[src/rtl/hdmi_video_timing_pg.sv]
// hdmi_video_timing_pg: programmable video timing and test-pattern generator.
// Produces DE/HSYNC/VSYNC, pixel coordinates and 24-bit RGB at a divided pixel
// rate, with one registered output stage and a frame-aligned pattern latch.
// Optional build macro HDMI_TPG_FRAME_CNT_EN adds a frame counter output and
// slow scrolling of the colour bars.
module hdmi_video_timing_pg #(
  parameter int H_ACTIVE   = 640,
  parameter int H_FP       = 16,
  parameter int H_SYNC     = 96,
  parameter int H_BP       = 48,
  parameter int V_ACTIVE   = 480,
  parameter int V_FP       = 10,
  parameter int V_SYNC     = 2,
  parameter int V_BP       = 33,
  parameter bit HS_POL     = 1'b0,
  parameter bit VS_POL     = 1'b0,
  parameter int CLK_DIV    = 1,
  parameter int CHECK_LOG2 = 3,
  parameter int CW         = 12
) (
  input  logic          clk_pix,
  input  logic          rst_n,
  input  logic          en,
  input  logic [1:0]    mode,
  input  logic [23:0]   solid_rgb,
  output logic          pix_stb,
  output logic          de,
  output logic          hsync,
  output logic          vsync,
  output logic [CW-1:0] x,
  output logic [CW-1:0] y,
  output logic [23:0]   rgb,
  output logic          frame_start,
  output logic          line_start
`ifdef HDMI_TPG_FRAME_CNT_EN
  ,output logic [15:0]  frame_cnt
`endif
);

  localparam int H_TOTAL = H_ACTIVE + H_FP + H_SYNC + H_BP;
  localparam int V_TOTAL = V_ACTIVE + V_FP + V_SYNC + V_BP;
  localparam int BAR_W   = H_ACTIVE / 8;
  localparam int DW      = (CLK_DIV > 1) ? $clog2(CLK_DIV) : 1;

  localparam logic [DW-1:0] DIV_MAX  = DW'(CLK_DIV - 1);
  localparam logic [CW-1:0] H_MAX    = CW'(H_TOTAL - 1);
  localparam logic [CW-1:0] V_MAX    = CW'(V_TOTAL - 1);
  localparam logic [CW-1:0] H_ACT    = CW'(H_ACTIVE);
  localparam logic [CW-1:0] V_ACT    = CW'(V_ACTIVE);
  localparam logic [CW-1:0] HS_BEG   = CW'(H_ACTIVE + H_FP);
  localparam logic [CW-1:0] HS_END   = CW'(H_ACTIVE + H_FP + H_SYNC);
  localparam logic [CW-1:0] VS_BEG   = CW'(V_ACTIVE + V_FP);
  localparam logic [CW-1:0] VS_END   = CW'(V_ACTIVE + V_FP + V_SYNC);
  localparam logic [CW-1:0] BAR_LAST = CW'(BAR_W - 1);

  logic [DW-1:0] div_q, div_d;
  logic [CW-1:0] h_q, h_d, v_q, v_d;
  logic [CW-1:0] bcnt_q, bcnt_d;
  logic [2:0]    bar_q, bar_d;
  logic [1:0]    mode_q, mode_d;
  logic [23:0]   solid_q, solid_d;
  logic          stb_q, stb_d, de_q, de_d, hs_q, hs_d, vs_q, vs_d;
  logic          fs_q, fs_d, ls_q, ls_d;
  logic [CW-1:0] x_q, x_d, y_q, y_d;
  logic [23:0]   rgb_q, rgb_d;
`ifdef HDMI_TPG_FRAME_CNT_EN
  logic [15:0]   fc_q, fc_d;
`endif

  logic          pix_en, first, de_c;
  logic [1:0]    mode_cur;
  logic [23:0]   solid_cur, col;
  logic [2:0]    bar_start;

  assign pix_en    = en && (div_q == DIV_MAX);
  assign first     = (h_q == '0) && (v_q == '0);
  // The pattern selection is picked up on the first pixel of the frame itself.
  assign mode_cur  = first ? mode : mode_q;
  assign solid_cur = first ? solid_rgb : solid_q;
  assign de_c      = (h_q < H_ACT) && (v_q < V_ACT);
`ifdef HDMI_TPG_FRAME_CNT_EN
  assign bar_start = fc_q[8:6];
`else
  assign bar_start = 3'd0;
`endif

  // Pattern colour for the pixel currently addressed by h_q/v_q.
  always_comb begin
    col = 24'h000000;
    case (mode_cur)
      2'd0: col = {{8{bar_q[2]}}, {8{bar_q[1]}}, {8{bar_q[0]}}};
      2'd1: col = solid_cur;
      2'd2: col = {3{h_q[7:0]}};
      default: col = (h_q[CHECK_LOG2] ^ v_q[CHECK_LOG2]) ? 24'hFFFFFF : 24'h000000;
    endcase
  end

  // Divider, counters, bar tracker and output-register next state.
  always_comb begin
    div_d   = div_q;
    h_d     = h_q;
    v_d     = v_q;
    bcnt_d  = bcnt_q;
    bar_d   = bar_q;
    mode_d  = mode_q;
    solid_d = solid_q;
    stb_d   = pix_en;
    de_d    = de_q;
    hs_d    = hs_q;
    vs_d    = vs_q;
    x_d     = x_q;
    y_d     = y_q;
    rgb_d   = rgb_q;
    fs_d    = fs_q;
    ls_d    = ls_q;
`ifdef HDMI_TPG_FRAME_CNT_EN
    fc_d    = fc_q;
`endif
    if (en) div_d = (div_q == DIV_MAX) ? '0 : div_q + 1'b1;
    if (pix_en) begin
      if (h_q == H_MAX) begin
        h_d    = '0;
        v_d    = (v_q == V_MAX) ? '0 : v_q + 1'b1;
        bcnt_d = '0;
        bar_d  = bar_start;
      end else begin
        h_d = h_q + 1'b1;
        if (bcnt_q == BAR_LAST) begin
          bcnt_d = '0;
`ifdef HDMI_TPG_FRAME_CNT_EN
          bar_d  = bar_q + 3'd1;
`else
          bar_d  = (bar_q == 3'd7) ? 3'd7 : bar_q + 3'd1;
`endif
        end else begin
          bcnt_d = bcnt_q + 1'b1;
        end
      end
      if (first) begin
        mode_d  = mode;
        solid_d = solid_rgb;
`ifdef HDMI_TPG_FRAME_CNT_EN
        fc_d    = fc_q + 16'd1;
`endif
      end
      de_d  = de_c;
      hs_d  = ((h_q >= HS_BEG) && (h_q < HS_END)) ? HS_POL : ~HS_POL;
      vs_d  = ((v_q >= VS_BEG) && (v_q < VS_END)) ? VS_POL : ~VS_POL;
      x_d   = h_q;
      y_d   = v_q;
      rgb_d = de_c ? col : 24'h000000;
      fs_d  = first;
      ls_d  = (h_q == '0);
    end
    // Stopping wins over a coincident pixel strobe and returns to idle.
    if (!en) begin
      div_d  = '0;
      h_d    = '0;
      v_d    = '0;
      bcnt_d = '0;
      bar_d  = 3'd0;
      stb_d  = 1'b0;
      de_d   = 1'b0;
      hs_d   = ~HS_POL;
      vs_d   = ~VS_POL;
      x_d    = '0;
      y_d    = '0;
      rgb_d  = 24'h000000;
      fs_d   = 1'b0;
      ls_d   = 1'b0;
`ifdef HDMI_TPG_FRAME_CNT_EN
      fc_d   = 16'd0;
`endif
    end
  end

  // State and output registers with asynchronous reset.
  always_ff @(posedge clk_pix or negedge rst_n) begin
    if (!rst_n) begin
      div_q   <= '0;
      h_q     <= '0;
      v_q     <= '0;
      bcnt_q  <= '0;
      bar_q   <= 3'd0;
      mode_q  <= 2'd0;
      solid_q <= 24'h000000;
      stb_q   <= 1'b0;
      de_q    <= 1'b0;
      hs_q    <= ~HS_POL;
      vs_q    <= ~VS_POL;
      x_q     <= '0;
      y_q     <= '0;
      rgb_q   <= 24'h000000;
      fs_q    <= 1'b0;
      ls_q    <= 1'b0;
`ifdef HDMI_TPG_FRAME_CNT_EN
      fc_q    <= 16'd0;
`endif
    end else begin
      div_q   <= div_d;
      h_q     <= h_d;
      v_q     <= v_d;
      bcnt_q  <= bcnt_d;
      bar_q   <= bar_d;
      mode_q  <= mode_d;
      solid_q <= solid_d;
      stb_q   <= stb_d;
      de_q    <= de_d;
      hs_q    <= hs_d;
      vs_q    <= vs_d;
      x_q     <= x_d;
      y_q     <= y_d;
      rgb_q   <= rgb_d;
      fs_q    <= fs_d;
      ls_q    <= ls_d;
`ifdef HDMI_TPG_FRAME_CNT_EN
      fc_q    <= fc_d;
`endif
    end
  end

  assign pix_stb     = stb_q;
  assign de          = de_q;
  assign hsync       = hs_q;
  assign vsync       = vs_q;
  assign x           = x_q;
  assign y           = y_q;
  assign rgb         = rgb_q;
  assign frame_start = fs_q;
  assign line_start  = ls_q;
`ifdef HDMI_TPG_FRAME_CNT_EN
  assign frame_cnt   = fc_q;
`endif

endmodule

[config.mk]
export PLATFORM = sky130hd
export DESIGN_NAME = hdmi_video_timing_pg
export DESIGN_NICKNAME = d
export VERILOG_FILES = /design/src/rtl/hdmi_video_timing_pg.sv
export SDC_FILE = /design/constraint.sdc
export NUM_CORES = 1
export LEC_CHECK = 0
export CAP_MARGIN = 20
export CORE_ASPECT_RATIO = 2
export CORE_UTILIZATION = 45
export DETAILED_ROUTE_END_ITERATION = 12
export PLACE_DENSITY_LB_ADDON = 0.08
export SLEW_MARGIN = 20
export SYNTH_ARGS = -nofsm -noshare
export SYNTH_HDL_FRONTEND = slang
export SYNTH_SLANG_ARGS = --single-unit
[constraint.sdc]
create_clock -name clk_pix -period 3 [get_ports clk_pix]
set_input_delay 0.75 -clock clk_pix [delete_from_list [all_inputs] [get_ports clk_pix]]
set_output_delay 0.75 -clock clk_pix [all_outputs]
set_load 0.03 [all_outputs]
==> impl_metrics.env <==
export IMPL_status="finished clean"
export IMPL_yosysSeqAreaShare_pct=55.51
export IMPL_clk_pin_slew_ps=60
export IMPL_clock_latency_ps=420
export IMPL_setup_viol=0
export IMPL_fp_dieH_um=156.5
export IMPL_die_x_um=79.24
export IMPL_mappedNetlistNets=496
export IMPL_gp_congestion=0.8336
export IMPL_cts_htree_levels=4
export IMPL_rsz0062_at_grt="no"
export IMPL_synth_top_area_cell="dfrtp_1"
export IMPL_pwr_share_seq_pct=41.2
export IMPL_rows=56
export IMPL_dp_hpwl_um=8805
export IMPL_cts_sinks=119
export IMPL_gr_total_overflow=0
export IMPL_fin_nets=583
export IMPL_cts_tree="yes"
export IMPL_ys_warn_count=0
export IMPL_drt_iter0_drc=201
export IMPL_first_pass_iters=4
export IMPL_p_comb_share_pct=18.7
export IMPL_fmax_ghz=0.3625
export IMPL_fin_crit_ps=2759
export IMPL_r2r_start="v_q[1]$_DFFE_PN0P_"
export IMPL_final_cells=706
export IMPL_r2r_cells=8
export IMPL_intPower_mw=3.202
export IMPL_postRouteAntennaNets=0
export IMPL_pwr_share_clk_pct=40.1
export IMPL_syn_inst=461
export IMPL_reg2reg_to="rgb[10]$_DFF_PN0_"
export IMPL_p_switching_mw=1.307
export IMPL_drc_errors=0
export IMPL_place_inst=674
export IMPL_ios=83
export IMPL_wl_um=12540
export IMPL_max_cap_viol_count=0
export IMPL_cts_hold_buffers_added=0
export IMPL_synthTopCellsByArea="dfrtp_1 55%, o211a_1 4.7%, mux2_2 4.6%"
export IMPL_grt_total_usage_pct=22.73
export IMPL_grt_max_degree=48
export IMPL_cts_setup_buffers=0
export IMPL_num_vias=3906
export IMPL_start_util_pct=45.88
export IMPL_switching_share_pct=28.98
export IMPL_holdWs_ps=287.6
export IMPL_antennaDiodeCount=0
export IMPL_cts_resized=0
export IMPL_post_route_util_pct=58.83
export IMPL_hold_path_class="in -> async"
export IMPL_relSlewSlack_pct=50.61
export IMPL_synth_edf_count=0
export IMPL_via_per_inst=5.533
export IMPL_ir_drop_mv=0.4442
export IMPL_yosys_cell_types_count=56
export IMPL_start_kind="flip-flop"
export IMPL_antenna_found_initial=0
export IMPL_worst_pin_slew_ps=732.8
export IMPL_cts_buffers=17
export IMPL_clk_path_buf_depth=2
export IMPL_synthArstFlopShare_pct=100.0
export IMPL_drive_gt1_share_pct=17.29
export IMPL_worst_setup_path_end_kind="flip-flop"
export IMPL_drv_slew=0
export IMPL_setup_tns_final_ps=0
export IMPL_die_area_um2=12400
export IMPL_clock_root_buffer="clkbuf_16"
export IMPL_avgSynthCellArea_um2=11.65
export IMPL_period_share_pct=91.95
export IMPL_wl_per_cell_um=17.76
export IMPL_ys_flop_type="dfrtp_1"
export IMPL_required_ps=3300
export IMPL_path_class="reg -> reg"
export IMPL_cp_data_arrival_time_ps=3060
export IMPL_finClkSkew_ps=13.40
export IMPL_ys_ff_latch=119
export IMPL_synth_top_cell_area_share_pct=54.53
export IMPL_portBuffers=82
export IMPL_p_per_area_nw_per_um2=655.0
export IMPL_netlist_area_um2=5369
export IMPL_hold_violations=0
export IMPL_areaGrowthSynthToFinish_pct=28.22
export IMPL_rrSetupSlack_ps=240
export IMPL_grt_first_pass_wirelength_um=20950
export IMPL_leakage_nw=3.156
export IMPL_path_max_fanout=8
export IMPL_grt_pass1_vias=4166
export IMPL_core_um2=11700
[power groups by stage]
stage	clock, mW	sequential (mW)	combinational [mW]
global route	1.92	1.87	0.915
floorplan	0	2.00	0.400
CTS	1.85	1.86	0.848
finish	1.81	1.86	0.843
detailed placement	0	1.88	0.845
global placement	0	1.88	0.833
[cells in the final DEF, fill, tap and decap left out, types with 5 or more instances in the layout]
cell type,n
nor2b_1,5
o31ai_1,7
inv_1,9
o22ai_1,24
nor3_1,5
xnor2_1,13
nor2_1,34
dfrtp_1,117
ha_1,6
nand3_1,15
o211a_1,25
a21oi_1,5
mux2_2,22
clkbuf_16,17
xor2_1,8
and3_1,6
nand2_1,12
nand4_1,7
clkdlybuf4s50_1,81
buf_4,16
clkinvlp_4,5
and2_1,29
o21ai_0,34
clkinv_2,5
[cell usage after synthesis (all sizes together) (3+ instances only)]
library cell and count:
inv 9, nand2b 4, mux2 26, o211a 25, xnor2 13, o22ai 24
xor2 8, nand4 7, nor2b 5, clkbuf 18, ha 6, nand2 14
and2 30, and3 6, o31ai 7, buf 13, nor2 34, or4 3
a21oi 5, o21ai 36, nor3 5, nand3 16, dfrtp 117, nor3b 6
[logic make-up (layout without fill, tap and decap cells)]
kind of cell | Yosys count | count (layout) | share of synthesized area [%]
flops | 119 | 119 | 55.51
xor+xnor | 21 | 21 | 3.426
compound gates | 105 | 105 | 13.68
simple gates | 142 | 142 | 15.71
mux | 28 | 28 | 6.339
buf+inv | 40 | 140 | 3.938
fa+ha+maj | 6 | 6 | 1.398
[worst max path at each step]
stage,end,from,slack [ps]
after floorplan,rgb[10]$_DFF_PN0_,h_q[6]$_DFF_PN0_,660
after global placement,rgb[7]$_DFF_PN0_,v_q[0]$_DFFE_PN0P_,200
after detailed placement,rgb[20]$_DFF_PN0_,v_q[1]$_DFFE_PN0P_,140
after CTS,rgb[17]$_DFF_PN0_,v_q[1]$_DFFE_PN0P_,110
after global routing,rgb[13]$_DFF_PN0_,v_q[1]$_DFFE_PN0P_,70
final,rgb[10]$_DFF_PN0_,v_q[1]$_DFFE_PN0P_,240
[worst max-delay path, stage by stage (launching register included)]
cell and delay (ps):
dfrtp_1 430, inv_1 80, ha_1 120, or4b_1 480, and4bb_2 450, a21oi_1 180, nor3b_2 520, o21ai_0 220
o211a_1 160
[cell type report]
cell class | instances | area [µm²]
timing repair buffer | 99 | 970.9
sequential | 119 | 2980
clock buffer | 17 | 425.4
tap | 145 | 181.4
inverter | 9 | 33.78
fill | 1010 | 4817
multi-input combinational | 302 | 2186
clock inverter | 15 | 106.4
[state kept, by name (all words and copies together), names as in the netlist, 2 cells and up]
name	cells
bcnt_q	12
rgb	24
bar_q	3
y	12
h_q	12
mode_q	2
v_q	12
solid_q	24
x	12
[through the flow]
stage / power [mW] / setup WS [ps] / instance area (µm²)
after detailed placement: 2.728 / 140.9 / 6344
after CTS: 4.555 / 114.4 / 6875
final: 4.509 / 241.4 / 6884
after global routing: 4.704 / 67.07 / 6884
after global placement: 2.718 / 202.6 / 6344
after floorplan: 2.395 / 661.9 / 5369
[per-layer routing]
metal | part of all wire, % | GRT usage [%] | routed length, µm | up-vias
li1 | - | - | - | 1818
met2 | 54 | 39.20 | 6746 | 112
met4 | 3.4 | 12.81 | 426 | 0
met5 | 0 | 0 | 0 | -
met1 | 39 | 25.50 | 4885 | 1952
met3 | 3.9 | 4.840 | 483 | 24
Note: power is estimated with default switching activity, not from simulation.
